==> config.mk <==
export PLATFORM = sky130hd
export DESIGN_NAME = clk_gate_ctrl
export DESIGN_NICKNAME = d
export VERILOG_FILES = /design/src/rtl/clk_gate_ctrl.sv
export SDC_FILE = /design/constraint.sdc
export NUM_CORES = 1
export LEC_CHECK = 0
export BUFFER_PORTS_ARGS = -buffer_cell sky130_fd_sc_hd__buf_2
export CORE_AREA = 8 8 119 77
export DETAILED_ROUTE_END_ITERATION = 7
export DIE_AREA = 0 0 127 85
export SETUP_SLACK_MARGIN = 0.5
export SLEW_MARGIN = 15
export SYNTH_ARGS = -nofsm -noshare
export SYNTH_HDL_FRONTEND = slang
export SYNTH_SLANG_ARGS = --single-unit
==> constraint.sdc <==
create_clock -name clk -period 2.2 [get_ports clk]
set_input_delay 0.22 -clock clk [delete_from_list [all_inputs] [get_ports clk]]
set_output_delay 0.22 -clock clk [all_outputs]
set_load 0.01 [all_outputs]
==> src/rtl/clk_gate_ctrl.sv <==
// Clock-gate sequencer that drives the CE pin of a synchronous-CE global clock buffer.
// It arbitrates requesters, waits a settle delay before granting, and holds the clock on through a hysteresis window.
module clk_gate_ctrl #(
  parameter int unsigned N_REQ         = 2,
  parameter int unsigned SETTLE_CYCLES = 4,
  parameter int unsigned HOLD_CYCLES   = 8
) (
  input  logic             clk,
  input  logic             reset_n,
  input  logic [N_REQ-1:0] req,
  input  logic             force_on,
  input  logic             cnt_clr,
  output logic             ce_o,
  output logic             running,
  output logic [N_REQ-1:0] ack,
  output logic [2:0]       state_o,
  output logic [15:0]      on_cycles
);

  // An out-of-range parameter stops elaboration, so a bad configuration cannot be built.
  if (N_REQ == 0 || N_REQ > 8 ||
      SETTLE_CYCLES == 0 || SETTLE_CYCLES > 255 ||
      HOLD_CYCLES == 0 || HOLD_CYCLES > 255) begin : g_param_err
    $fatal(1, "Attribute Syntax Error: clk_gate_ctrl N_REQ=%0d SETTLE_CYCLES=%0d HOLD_CYCLES=%0d",
           N_REQ, SETTLE_CYCLES, HOLD_CYCLES);
  end

  localparam logic [2:0] S_OFF   = 3'd0;
  localparam logic [2:0] S_WAKE  = 3'd1;
  localparam logic [2:0] S_ON    = 3'd2;
  localparam logic [2:0] S_HOLD  = 3'd3;
  localparam logic [2:0] S_DRAIN = 3'd4;

  localparam logic [7:0] SETTLE_LD = 8'(SETTLE_CYCLES - 1);
  localparam logic [7:0] HOLD_LD   = 8'(HOLD_CYCLES - 1);

  logic [2:0]  state_q, state_d;
  logic [7:0]  cnt_q,   cnt_d;
  logic        ce_q,    ce_d;
  logic        run_q,   run_d;
  logic [15:0] on_q,    on_d;
  logic        any_req;

  assign any_req = (|req) | force_on;

  always_comb begin
    state_d = state_q;
    cnt_d   = cnt_q;
    ce_d    = ce_q;
    run_d   = run_q;
    case (state_q)
      S_OFF: begin
        if (any_req) begin
          state_d = S_WAKE;
          ce_d    = 1'b1;
          cnt_d   = SETTLE_LD;
        end
      end
      // Dropping the request here does not abort; ON decides afterwards.
      S_WAKE: begin
        if (cnt_q != 8'd0) begin
          cnt_d = cnt_q - 8'd1;
        end else begin
          state_d = S_ON;
          run_d   = 1'b1;
        end
      end
      S_ON: begin
        if (!any_req) begin
          state_d = S_HOLD;
          cnt_d   = HOLD_LD;
        end
      end
      // A request on the expiry edge wins over the timeout.
      S_HOLD: begin
        if (any_req) begin
          state_d = S_ON;
        end else if (cnt_q != 8'd0) begin
          cnt_d = cnt_q - 8'd1;
        end else begin
          state_d = S_DRAIN;
          ce_d    = 1'b0;
          run_d   = 1'b0;
          cnt_d   = SETTLE_LD;
        end
      end
      // Requests are ignored until the buffer has settled off.
      S_DRAIN: begin
        if (cnt_q != 8'd0) begin
          cnt_d = cnt_q - 8'd1;
        end else begin
          state_d = S_OFF;
        end
      end
      default: begin
        state_d = S_OFF;
        cnt_d   = '0;
        ce_d    = 1'b0;
        run_d   = 1'b0;
      end
    endcase
  end

  always_comb begin
    on_d = on_q;
    if (cnt_clr) begin
      on_d = '0;
    end else if (ce_q && (on_q != '1)) begin
      on_d = on_q + 16'd1;
    end
  end

  always_ff @(posedge clk or negedge reset_n) begin
    if (!reset_n) begin
      state_q <= S_OFF;
      cnt_q   <= '0;
      ce_q    <= 1'b0;
      run_q   <= 1'b0;
      on_q    <= '0;
    end else begin
      state_q <= state_d;
      cnt_q   <= cnt_d;
      ce_q    <= ce_d;
      run_q   <= run_d;
      on_q    <= on_d;
    end
  end

  assign ce_o      = ce_q;
  assign running   = run_q;
  assign state_o   = state_q;
  assign on_cycles = on_q;
  assign ack       = req & {N_REQ{run_q}};

endmodule
After elaboration in Yosys (flattened, before gate mapping)
Cells that the tools add are included.
- bits in registers: 29
- output and inout port bits: 23
- word-level logic and storage cells: 57
- reductions and logical operators: 12
- muxes and demuxes: 21
- $add $sub $neg: 2
- bitwise logic cells: 4
- eq/ne operators: 13
- operators with widths (operator ; count):
    $mux 8 ; 5
    $mux 16 ; 2
    $pmux 8 s4 ; 1
    $mux 3 ; 6
    $add 16x1->16 const B ; 1
    $ne 16x16->1 const B ; 1
    $pmux 3 s5 ; 1
    $ne 2x2->1 const B ; 6
    $reduce_and 4->1 ; 3
    $reduce_bool 8->1 ; 1
    $sub 8x1->8 const B ; 1
    $eq 3x2->1 const B ; 2
    $pmux 1 s3 ; 2
    $reduce_or 3->1 ; 2
    $reduce_and 5->1 ; 1
    $mux 1 ; 4
    $reduce_or 2->1 ; 2
    $eq 3x1->1 const B ; 1
    $eq 3x3->1 const B ; 1
    $logic_not 3->1 ; 1
    $ne 3x3->1 const B ; 1
    $and 2x2->2 ; 1
    $ne 2x1->1 const B ; 1
    $not 1->1 ; 2
    3 further kinds ; 3

Longest topological paths before layout
- depth after elaboration: 4
- depth in mapped cells: 7
- mapped depth without buffers: 7

Worst setup path after synthesis
No wires, ideal clock.
- kind: register -> register
- start: reg cnt_q[2]
- end: reg cnt_q[7]
- buffers on the path: 0
- path slack: 0.294 ns
- data arrival time: 1.840 ns
- clock period less this slack: 1.906 ns
- stages on the path, launching flop included: 5
- cells stage by stage: dfrtp_1 or4_4 or4_1 or4_1 nand2_1
- longest elaborated chain between the ends: 4
- RTL lines (element ; line ; text):
    from (decl) ; 38 ; logic [7:0] cnt_q, cnt_d;
    from (signal assigned) ; 122 ; cnt_q <= cnt_d;
    $sub 8x1->8 / $reduce_bool 8->1 (equally long branches) ; n/a ;
    $mux 8 ; 78 ; end else if (cnt_q != 8'd0) begin
    $mux 8 ; 76 ; if (any_req) begin
    $pmux 8 s4 ; 51 ; case (state_q)
Parallel ways exist; a longest one is shown, timed or not. The select of a mux whose other input is x is not followed.
A chain may end at the register's enable or synchronous reset.

Worst setup path in the final report
- start: reg cnt_q[3]
- end: reg cnt_q[7]
Same word-level chain as after synthesis.

==> run summary <==
* RSZ-0062 raised after global routing: true
* layout overhead on the synthesized area: 43.7%
* type of the tightest min-delay check: in -> async
* DRT Wirelength: 5600 um
* kind of capture point of the worst setup path: register
* cell count after synthesis: 199
* share of the clock period used by the worst path after layout: 88.2%
* final design utilization: 33.2%
* initial core utilization: 23.1%
* number of flip-flops and latches in the synthesized netlist: 29
* Clk pin slew, worst setup/hold paths: 0.05 ns
* share of cells above drive strength 1: 40.3%
* number of levels the H-tree was split into: 2
* Die Y: 85 um
* Die Outline Area: 10,800 um^2
* Avg Cell Area, Syn: 8.73 um^2
* WP data required: 2.42 ns
* adder-cell share of the synthesized area: 1.44%
* first-pass GRT wire length: 8450 um
* post-synthesis sequential area ratio: 41.8%
* final antenna-violating net count: 0
* Period minus WS final: 1.94 ns
* number of top-level pins: 29
* final instance count without filler cells: 347
* number of core rows: 25
* area fraction in and, or, nand and nor cells after synthesis: 30.9%
* net count of the finished layout: 261
* number of antenna repair diodes: 0
* Critical Path Source Type: register
* hold-fix buffers at CTS: 0
* P_leak: 1.03 nW
* cell types occupying the most area after synthesis: sky130_fd_sc_hd__dfrtp_1 (42%), sky130_fd_sc_hd__xnor2_1 (6.1%), sky130_fd_sc_hd__nor2_1 (5.0%)
* Placer Congestion: 0.823
* maximum buffer depth of the clock tree: 2
* clock tree root buffer cell: sky130_fd_sc_hd__clkbuf_16
* via count of the first global-routing pass: 1,621
* Max Fanout on Critical Path: 3
* area share of the largest cell type after synthesis: 41.8%
* number of detailed-route iterations in the first pass: 4
* total CTS buffers: 5
* portion of netlist area occupied by mux cells: 0.576%
* global route overflow: 0
* cell type with the largest total area after synthesis: sky130_fd_sc_hd__dfrtp_1
* transition time at the pin with the least slew margin: 0.699 ns
* maximum number of pins on one net before global-route repair: 30
* total design power: 2.67 mW
* proportion of register bits with asynchronous set or reset after synthesis: 100%
* count of different cell masters after synthesis: 43
* clock skew after layout: 0.00522 ns
* total number of vias: 1,746
* Max Slew Vio Count: 0
* placed wire-length estimate: 3590 um
* hold slack final: -0.0143 ns
* critical path class: reg -> reg
* timing-limited maximum frequency: 0.515 GHz
* Yosys Warn Count: 0
* combinational family with the most area after synthesis: simple AND/OR/NAND/NOR gates
* final setup violating endpoints: 0
* most used flip-flop cell after synthesis: sky130_fd_sc_hd__dfrtp_1
* arrival time worst endpoint: 2.16 ns
* global router's overall resource usage: 9.98%
* compound-gate portion of the synthesized area: 14.6%
* Max-Cap Viols: 0
* First DRT Iteration DRCs: 99
* Wirelength per Cell: 16.1 um
* status: finished with violations
* post-placement cell count: 322
* drt via density: 5.03
* Power Dens Cells: 1070 nW/um^2
* post-route setup TNS: 0 ns
* mapped cell area: 1740 um^2
* area of the core: 7510 um^2
* worst skew pair latency: 0.28 ns
* worst vdd ir: 0.350 mV
* final hold violation count: 20
* worst slew slack as a fraction of its limit: 53.4%
* violations in the final reports: negative hold slack
* horizontal extent of the die: 127 um
* number of synthesized flops with an enable pin: 0
* number of sinks driven by the clock tree: 29
* net count after synthesis: 207
* top cell types by occurrence after synthesis: sky130_fd_sc_hd__dfrtp_1 (29), sky130_fd_sc_hd__nor2_1 (23), sky130_fd_sc_hd__nand2_1 (18)
* number of port buffers: 28
* total DRC errors in the routed layout: 0
* initial antenna violation count: 0
* library cell with the highest instance count after synthesis: sky130_fd_sc_hd__dfrtp_1
* clock tree from TritonCTS: yes
* post-synthesis share of cell area spent on xor and xnor gates: 7.56%
layout make-up:
cell class | instances | area [um^2]
clock buffer | 7 | 143
fill | 778 | 5010
inverter | 7 | 26.3
multi-input combinational | 156 | 1120
sequential | 29 | 736
tap | 94 | 118
timing repair buffer | 54 | 354
placed cells by master, fill, tap and decap left out, drive strengths merged, types with 2 or more instances in the layout:
cell type and n:
nor3 7, clkbuf 7, and4 2, buf 54, o31ai 3, and3 3
inv 7, nor2b 2, nor3b 3, o221ai 2, nand4 7, a211oi 2
o211ai 2, nand2 18, and2 4, nor2 23, nor4 9, nand3 12
xnor2 12, or3 4, ha 2, xor2 3, or4 4, dfrtp 29
o21ai 9, a21oi 10
what timing repair did:
action	in CTS	in global routing
resized for setup	9	42
buffers inserted	7	11
endpoints found under the setup margin	17	25
pin swaps	2	17
power breakdown:
part / internal, mW / switching [mW] / total, mW
sequential: 0.636 / 0.133 / 0.769
combinational: 0.586 / 0.633 / 1.22
clock: 0.443 / 0.237 / 0.680
total: 1.66 / 1.00 / 2.67
worst max-delay path: stages (launching register included):
cell and delay (ns):
sky130_fd_sc_hd__dfrtp_1 0.37, sky130_fd_sc_hd__or4_4 0.57, sky130_fd_sc_hd__or4_4 0.44, sky130_fd_sc_hd__or4_4 0.42
sky130_fd_sc_hd__nand2_1 0.08
kinds of logic after synthesis:
family          after synthesis
compound gates               38
xor+xnor                     15
fa+ha+maj                     2
buf+inv                      14
flops                        29
mux                           1
simple gates                100
sequential cells by signal, indices dropped and copies added, names as in the netlist:
register and count:
on_cycles 16, cnt_q 8, state_o 3, ce_o 1, running 1
final timing paths:
path                                from             to  slack [ns]  cells past startpoint
worst max-delay path            cnt_q[3]       cnt_q[7]        0.26                      4
worst min register to register   running        running        0.54                      2
worst max register to register  cnt_q[3]       cnt_q[7]        0.26                      4
max in group asynchronous        reset_n  on_cycles[11]        1.71                      1
worst min-delay path             reset_n     state_o[2]       -0.01                      1
min in group clk                 cnt_clr   on_cycles[7]        0.32                      2
layer usage:
| metal | share of wire [%] | up-vias | track usage (%) | wire length, um |
|---|---|---|---|---|
| met5 | 0 | - | 0 | 0 |
| met4 | 1.2 | 0 | 3.33 | 65 |
| met3 | 7.3 | 5 | 5.13 | 408 |
| met2 | 46 | 33 | 13.6 | 2560 |
| met1 | 46 | 859 | 13.1 | 2570 |
| li1 | - | 849 | - | - |
metrics by stage:
stage,setup WS [ns],area [um^2]
floorplan,0.338,1750
global placement,0.275,2040
detailed placement,0.283,2040
CTS,0.312,2260
global route,0.220,2490
finish,0.259,2490
No activity file was read; power rests on OpenSTA's default activity.
